$ cat config.mk
export PLATFORM = sky130hd
export DESIGN_NAME = latsnq_bank_wr_ctrl
export DESIGN_NICKNAME = d
export VERILOG_FILES = /design/src/rtl/latsnq_bank_wr_ctrl.sv
export SDC_FILE = /design/constraint.sdc
export NUM_CORES = 1
export LEC_CHECK = 0
export CORE_MARGIN = 5
export CORE_UTILIZATION = 40
export CTS_CLUSTER_SIZE = 25
export DETAILED_ROUTE_END_ITERATION = 7
export PLACE_DENSITY = 0.72
export SLEW_MARGIN = 20
export SYNTH_ARGS = -nofsm -noshare
export SYNTH_HDL_FRONTEND = slang
export SYNTH_SLANG_ARGS = --single-unit
export TNS_END_PERCENT = 20
$ cat constraint.sdc
create_clock -name CLK -period 1.9 [get_ports CLK]
set_input_delay 0.475 -clock CLK [delete_from_list [all_inputs] [get_ports CLK]]
set_output_delay 0.475 -clock CLK [all_outputs]
set_load 0.05 [all_outputs]
$ cat src/rtl/latsnq_bank_wr_ctrl.sv
// Write/preset sequencer that turns single-cycle requests into latsnq E/D/SETN waveforms.
// Optional macro LATSNQ_BANK_ADDR_CHECK_EN: out-of-range writes are acked, skipped and flagged on err.
module latsnq_bank_wr_ctrl #(
  parameter int NLAT      = 8,
  parameter int WIDTH     = 8,
  parameter int SETUP_CYC = 2,
  parameter int PW_CYC    = 2,
  parameter int HOLD_CYC  = 1,
  parameter int RECOV_CYC = 2,
  localparam int AW = (NLAT > 1) ? $clog2(NLAT) : 1
) (
  input  logic             CLK,
  input  logic             RST,
  input  logic             wr_req,
  input  logic [AW-1:0]    wr_addr,
  input  logic [WIDTH-1:0] wr_data,
  output logic             wr_ack,
  input  logic             pre_req,
  output logic             pre_ack,
  output logic             busy,
  output logic             done,
  output logic             err,
  output logic [NLAT-1:0]  E,
  output logic [WIDTH-1:0] D,
  output logic             SETN
);

  localparam int MAX_A = (SETUP_CYC > PW_CYC) ? SETUP_CYC : PW_CYC;
  localparam int MAX_B = (HOLD_CYC > RECOV_CYC) ? HOLD_CYC : RECOV_CYC;
  localparam int MAXC  = (MAX_A > MAX_B) ? MAX_A : MAX_B;
  localparam int CW    = (MAXC > 1) ? $clog2(MAXC) : 1;

  // The counter holds "cycles remaining minus one" so zero marks the last cycle of a state.
  localparam logic [CW-1:0] CNT_SETUP = CW'(SETUP_CYC - 1);
  localparam logic [CW-1:0] CNT_PW    = CW'(PW_CYC - 1);
  localparam logic [CW-1:0] CNT_HOLD  = CW'(HOLD_CYC - 1);
  localparam logic [CW-1:0] CNT_RECOV = CW'(RECOV_CYC - 1);
  localparam logic [CW-1:0] CNT_ZERO  = {CW{1'b0}};

  typedef enum logic [2:0] {
    IDLE   = 3'd0,
    WSETUP = 3'd1,
    WPULSE = 3'd2,
    WHOLD  = 3'd3,
    PRESET = 3'd4,
    RECOV  = 3'd5
  } state_t;

  state_t           state_q, state_d;
  logic [CW-1:0]    cnt_q, cnt_d;
  logic [AW-1:0]    addr_q, addr_d;
  logic [WIDTH-1:0] d_q, d_d;
  logic [NLAT-1:0]  e_q, e_d;
  logic             setn_q, setn_d;
  logic             wr_ack_q, wr_ack_d;
  logic             pre_ack_q, pre_ack_d;
  logic             busy_q, busy_d;
  logic             done_q, done_d;
  logic             accept_s;

`ifdef LATSNQ_BANK_ADDR_CHECK_EN
  localparam logic [AW:0] NLAT_W = (AW+1)'(NLAT);
  logic bad_q, bad_d;
  logic err_q, err_d;
`endif

  // Addresses at or beyond NLAT select no word.
  function automatic logic [NLAT-1:0] word_sel(input logic [AW-1:0] a);
    logic [NLAT-1:0] sel;
    sel = {NLAT{1'b0}};
    for (int i = 0; i < NLAT; i++) begin
      sel[i] = (a == AW'(i));
    end
    return sel;
  endfunction

  // Next-state, counter, capture and registered-output computation.
  always_comb begin
    state_d   = state_q;
    cnt_d     = cnt_q;
    addr_d    = addr_q;
    d_d       = d_q;
    wr_ack_d  = 1'b0;
    pre_ack_d = 1'b0;
    done_d    = 1'b0;
    accept_s  = 1'b0;
`ifdef LATSNQ_BANK_ADDR_CHECK_EN
    bad_d     = 1'b0;
    err_d     = 1'b0;
`endif

    case (state_q)
      IDLE: begin
        accept_s = 1'b1;
      end
      WSETUP: begin
        if (cnt_q == CNT_ZERO) begin
          state_d = WPULSE;
          cnt_d   = CNT_PW;
        end else begin
          cnt_d = cnt_q - CW'(1);
        end
      end
      WPULSE: begin
        if (cnt_q == CNT_ZERO) begin
          state_d = WHOLD;
          cnt_d   = CNT_HOLD;
        end else begin
          cnt_d = cnt_q - CW'(1);
        end
      end
      WHOLD: begin
        if (cnt_q == CNT_ZERO) begin
          state_d  = IDLE;
          done_d   = 1'b1;
          accept_s = 1'b1;
`ifdef LATSNQ_BANK_ADDR_CHECK_EN
          err_d    = bad_q;
`endif
        end else begin
          cnt_d = cnt_q - CW'(1);
        end
      end
      PRESET: begin
        if (cnt_q == CNT_ZERO) begin
          state_d = RECOV;
          cnt_d   = CNT_RECOV;
        end else begin
          cnt_d = cnt_q - CW'(1);
        end
      end
      RECOV: begin
        if (cnt_q == CNT_ZERO) begin
          state_d  = IDLE;
          done_d   = 1'b1;
          accept_s = 1'b1;
        end else begin
          cnt_d = cnt_q - CW'(1);
        end
      end
      default: begin
        state_d = IDLE;
        cnt_d   = CNT_ZERO;
      end
    endcase

    // The last cycle of an operation arbitrates too, so a waiting request chains with no gap.
    if (accept_s) begin
      if (pre_req) begin
        state_d   = PRESET;
        cnt_d     = CNT_PW;
        pre_ack_d = 1'b1;
      end else if (wr_req) begin
        wr_ack_d = 1'b1;
`ifdef LATSNQ_BANK_ADDR_CHECK_EN
        if ({1'b0, wr_addr} >= NLAT_W) begin
          state_d = WHOLD;
          cnt_d   = CNT_ZERO;
          bad_d   = 1'b1;
        end else begin
          state_d = WSETUP;
          cnt_d   = CNT_SETUP;
          addr_d  = wr_addr;
          d_d     = wr_data;
        end
`else
        state_d = WSETUP;
        cnt_d   = CNT_SETUP;
        addr_d  = wr_addr;
        d_d     = wr_data;
`endif
      end else begin
        cnt_d = cnt_q;
      end
    end else begin
      addr_d = addr_q;
    end

    e_d    = (state_d == WPULSE) ? word_sel(addr_d) : {NLAT{1'b0}};
    setn_d = (state_d != PRESET);
    busy_d = (state_d != IDLE);
  end

  // State and output registers; reset drops E and raises SETN immediately.
  always_ff @(posedge CLK or posedge RST) begin
    if (RST) begin
      state_q   <= IDLE;
      cnt_q     <= CNT_ZERO;
      addr_q    <= {AW{1'b0}};
      d_q       <= {WIDTH{1'b0}};
      e_q       <= {NLAT{1'b0}};
      setn_q    <= 1'b1;
      wr_ack_q  <= 1'b0;
      pre_ack_q <= 1'b0;
      busy_q    <= 1'b0;
      done_q    <= 1'b0;
`ifdef LATSNQ_BANK_ADDR_CHECK_EN
      bad_q     <= 1'b0;
      err_q     <= 1'b0;
`endif
    end else begin
      state_q   <= state_d;
      cnt_q     <= cnt_d;
      addr_q    <= addr_d;
      d_q       <= d_d;
      e_q       <= e_d;
      setn_q    <= setn_d;
      wr_ack_q  <= wr_ack_d;
      pre_ack_q <= pre_ack_d;
      busy_q    <= busy_d;
      done_q    <= done_d;
`ifdef LATSNQ_BANK_ADDR_CHECK_EN
      bad_q     <= bad_d;
      err_q     <= err_d;
`endif
    end
  end

  assign wr_ack  = wr_ack_q;
  assign pre_ack = pre_ack_q;
  assign busy    = busy_q;
  assign done    = done_q;
  assign E       = e_q;
  assign D       = d_q;
  assign SETN    = setn_q;
`ifdef LATSNQ_BANK_ADDR_CHECK_EN
  assign err     = err_q;
`else
  assign err     = 1'b0;
`endif

endmodule
==> results.py <==
metrics = {
    "clock_network": {
        "numClockSinks": 28,
        "cts_buffers": 3,
        "worstSkewPairLatency_ns": 0.32,
        "cts_hold_buf": 0,
        "cts_buffer_depth": 2,
        "cts_root_buf": "clkbuf_4",
        "cts_setup_buffers": 0,
        "htreeDepth": 1,
        "clkTransAtPathRegs_ns": 0.15,
        "postCtsResizedCells": 0,
        "cts_tree": "done",
    },
    "cells_and_area": {
        "layout_commonest_cell": "buf_4",
        "finish.utilization": 0.570,
        "final_cells": 183,
        "drive_above_1_share": 0.320,
        "area_growth_pct": 38.4,
        "layout.nets": 166,
        "final_cell_mix": "34 x buf_4, 27 x dfrtp_1, 14 x clkdlybuf4s50_1",
        "num_antenna_cells": 0,
    },
    "route": {
        "ant_nets": 0,
        "route.detailed.drc": 0,
        "vias": 964,
        "wl_per_cell_um": 14.0,
        "firstDrtPassIters": 5,
        "vias_per_cell": 5.27,
        "drt_iter0_markers": 22,
        "wirelength_mm": 2.55,
    },
    "global_route": {
        "top_usage_layer": "met2",
        "grt_util_met1": 0.166,
        "grt_pass1_wl_mm": 4.55,
        "grt_overflow": 0,
        "grt_usage": 0.137,
        "antenna_found_initial": 0,
        "grt_start_max_net_pins": 17,
        "grt_use_met2": 0.233,
        "grtUsageMet3": 0.0376,
        "grt_pass1_vias": 1024,
    },
    "sta": {
        "setup_viol": 0,
        "setup-tns-final_ns": 0,
        "clock_skew_ns": 0.00716,
        "finalHoldViolCount": 0,
        "drv_slew": 0,
        "fin_crit_ns": 1.76,
        "timing.final.crit_share": 0.927,
        "rsz0062_at_grt": "no",
        "max_freq_mhz": 567,
    },
    "power_and_ir_drop": {
        "power.switching_w": 0.00132,
        "vdd.ir_drop.worst_mv": 1.14,
        "power.leakage_nw": 0.792,
        "intPower_w": 0.00168,
        "combPwrFrac": 0.561,
        "power.density_mw_per_mm2": 1750,
        "clkPwrFrac": 0.127,
        "finalPower_w": 0.00299,
        "seqPwrFrac": 0.312,
        "swShare": 0.440,
    },
    "place": {
        "gp_congestion": 0.809,
        "io_buffers": 35,
        "dp_cells": 179,
        "detailed_place_hpwl_mm": 2.07,
    },
    "logic_synthesis": {
        "syn-num-nets": 118,
        "ys.warnings.count": 0,
        "ys_types": 38,
        "synthCells": 103,
        "synth-seq-cells": 28,
        "synth_edf_count": 0,
        "netlist_area_mm2": 0.00124,
        "synth_area_leaders": "dfrtp_1 55%, mux2_1 7.3%, nor3_1 3.6%",
        "synth.top_cell.area_share": 0.546,
        "synth_area_per_cell_um2": 12.0,
        "async_flop_share": 1.00,
        "yosys.area.top_type": "dfrtp_1",
        "yosysSeqAreaShare": 0.567,
        "synth_ff_type": "dfrtp_1",
    },
    "setup_path": {
        "worst_setup_path_start_kind": "register",
        "worstPathRequired_ns": 2.11,
        "max_stage_delay_ns": 0.44,
        "cp_slowest_cell": "dfrtp_1",
        "worstPathArrival_ns": 1.98,
        "r2r_cells": 4,
        "r2r_slack_ns": 0.14,
        "regToRegEndpoint": "D[1]",
        "critical_path_class": "reg -> reg",
        "path_cells": "nand4bb_1 -> a31oi_4 -> buf_4 -> mux2_1",
        "end_kind": "register",
        "rr_startpoint": "state_q[2]",
        "path_max_fanout": 11,
        "crit_start": "state_q[2]",
    },
    "run": {
        "cap_violations": 0,
    },
    "hold_path": {
        "hp-class": "in -> async",
    },
    "floorplanning": {
        "fp.dieH_um": 65.6,
        "rows": 20,
        "initial_core_util": 0.412,
        "core_mm2": 0.00300,
        "die-width_um": 65.6,
        "pin_count": 37,
        "dieArea_mm2": 0.00431,
    },
    "status": {
        "outcome": "finished clean",
    },
}
[cell families after synthesis]
kind of cell              Yosys count  synth area share
AOI/OAI and AO/OA                  19             0.118
xor gates and xnor gates            1           0.00708
muxes                              10            0.0951
other                               1           0.00303
and+or+nand+nor                    30             0.158
buffers and inverters              14            0.0516
DFF                                28             0.567
[cell type report]
type	count	area (um2)
Clock buffer	3	22.5
Clock inverter	1	30.0
Multi-Input combinational cell	61	472
Inverter	8	30.0
Sequential cell	28	702
Fill cell	253	1290
Timing Repair Buffer	49	415
Tap cell	33	41.3
[critical path: cells and delay by family, from the launching register on]
| kind | cells | cell delay [ns] |
|---|---|---|
| muxes | 1 | 0.34 |
| buffers and inverters | 1 | 0.23 |
| and+or+nand+nor | 1 | 0.33 |
| AOI/OAI and AO/OA | 1 | 0.32 |
| DFF | 1 | 0.44 |
[metal layers]
layer  vias up  part of all wire
li1        457                 -
met1       470              0.40
met5         -                 0
met4         0             0.011
met2        33              0.50
met3         4             0.086
[worst max path at each step]
stage,end,slack (ns),cells past startpoint
after floorplan,E[0],0.16,6
after global routing,E[1],0.006,5
after detailed placement,D[1],-0.14,5
final,D[1],0.14,4
after global placement,D[1],-0.08,5
after CTS,D[1],0.13,4
[sequential cells by signal, summed over array words and instances (netlist names)]
signal and cells:
D 8, pre_ack 1, SETN 1, busy 1, done 1, cnt_q 1
addr_q 3, state_q 3, E 8, wr_ack 1
[power by group through the flow]
| stage | logic, W | registers [W] | clock network (W) |
|---|---|---|---|
| 6_report | 0.00168 | 0.000934 | 0.000381 |
| 5_1_grt | 0.00180 | 0.000970 | 0.000415 |
| 4_1_cts | 0.00169 | 0.000937 | 0.000390 |
| 3_5_place_dp | 0.00168 | 0.000950 | 0 |
| 3_3_place_gp | 0.00164 | 0.000937 | 0 |
| 2_1_floorplan | 0.000620 | 0.00144 | 0 |
[Yosys cell counts (2+ instances only)]
master	instances
nor2b_1	3
inv_2	2
nand3b_1	2
a21oi_1	3
nand4bb_1	2
o311ai_1	2
inv_1	6
buf_2	3
nand2_1	2
o21a_1	3
nor3_1	9
dfrtp_1	27
nand3_1	2
nor2_1	2
buf_4	2
mux2_1	8
o21ai_0	3
mux2i_2	2
[through the flow]
step / cell area, um2 / hold slack [ns] / worst slack, ns
2_1_floorplan: 1240 / 0.527 / 0.165
3_3_place_gp: 1660 / 0.469 / -0.0833
3_5_place_dp: 1660 / 0.479 / -0.135
4_1_cts: 1710 / 0.389 / 0.128
5_1_grt: 1710 / 0.405 / 0.00646
6_report: 1710 / 0.382 / 0.138
Power figures use the tool's default switching activity.
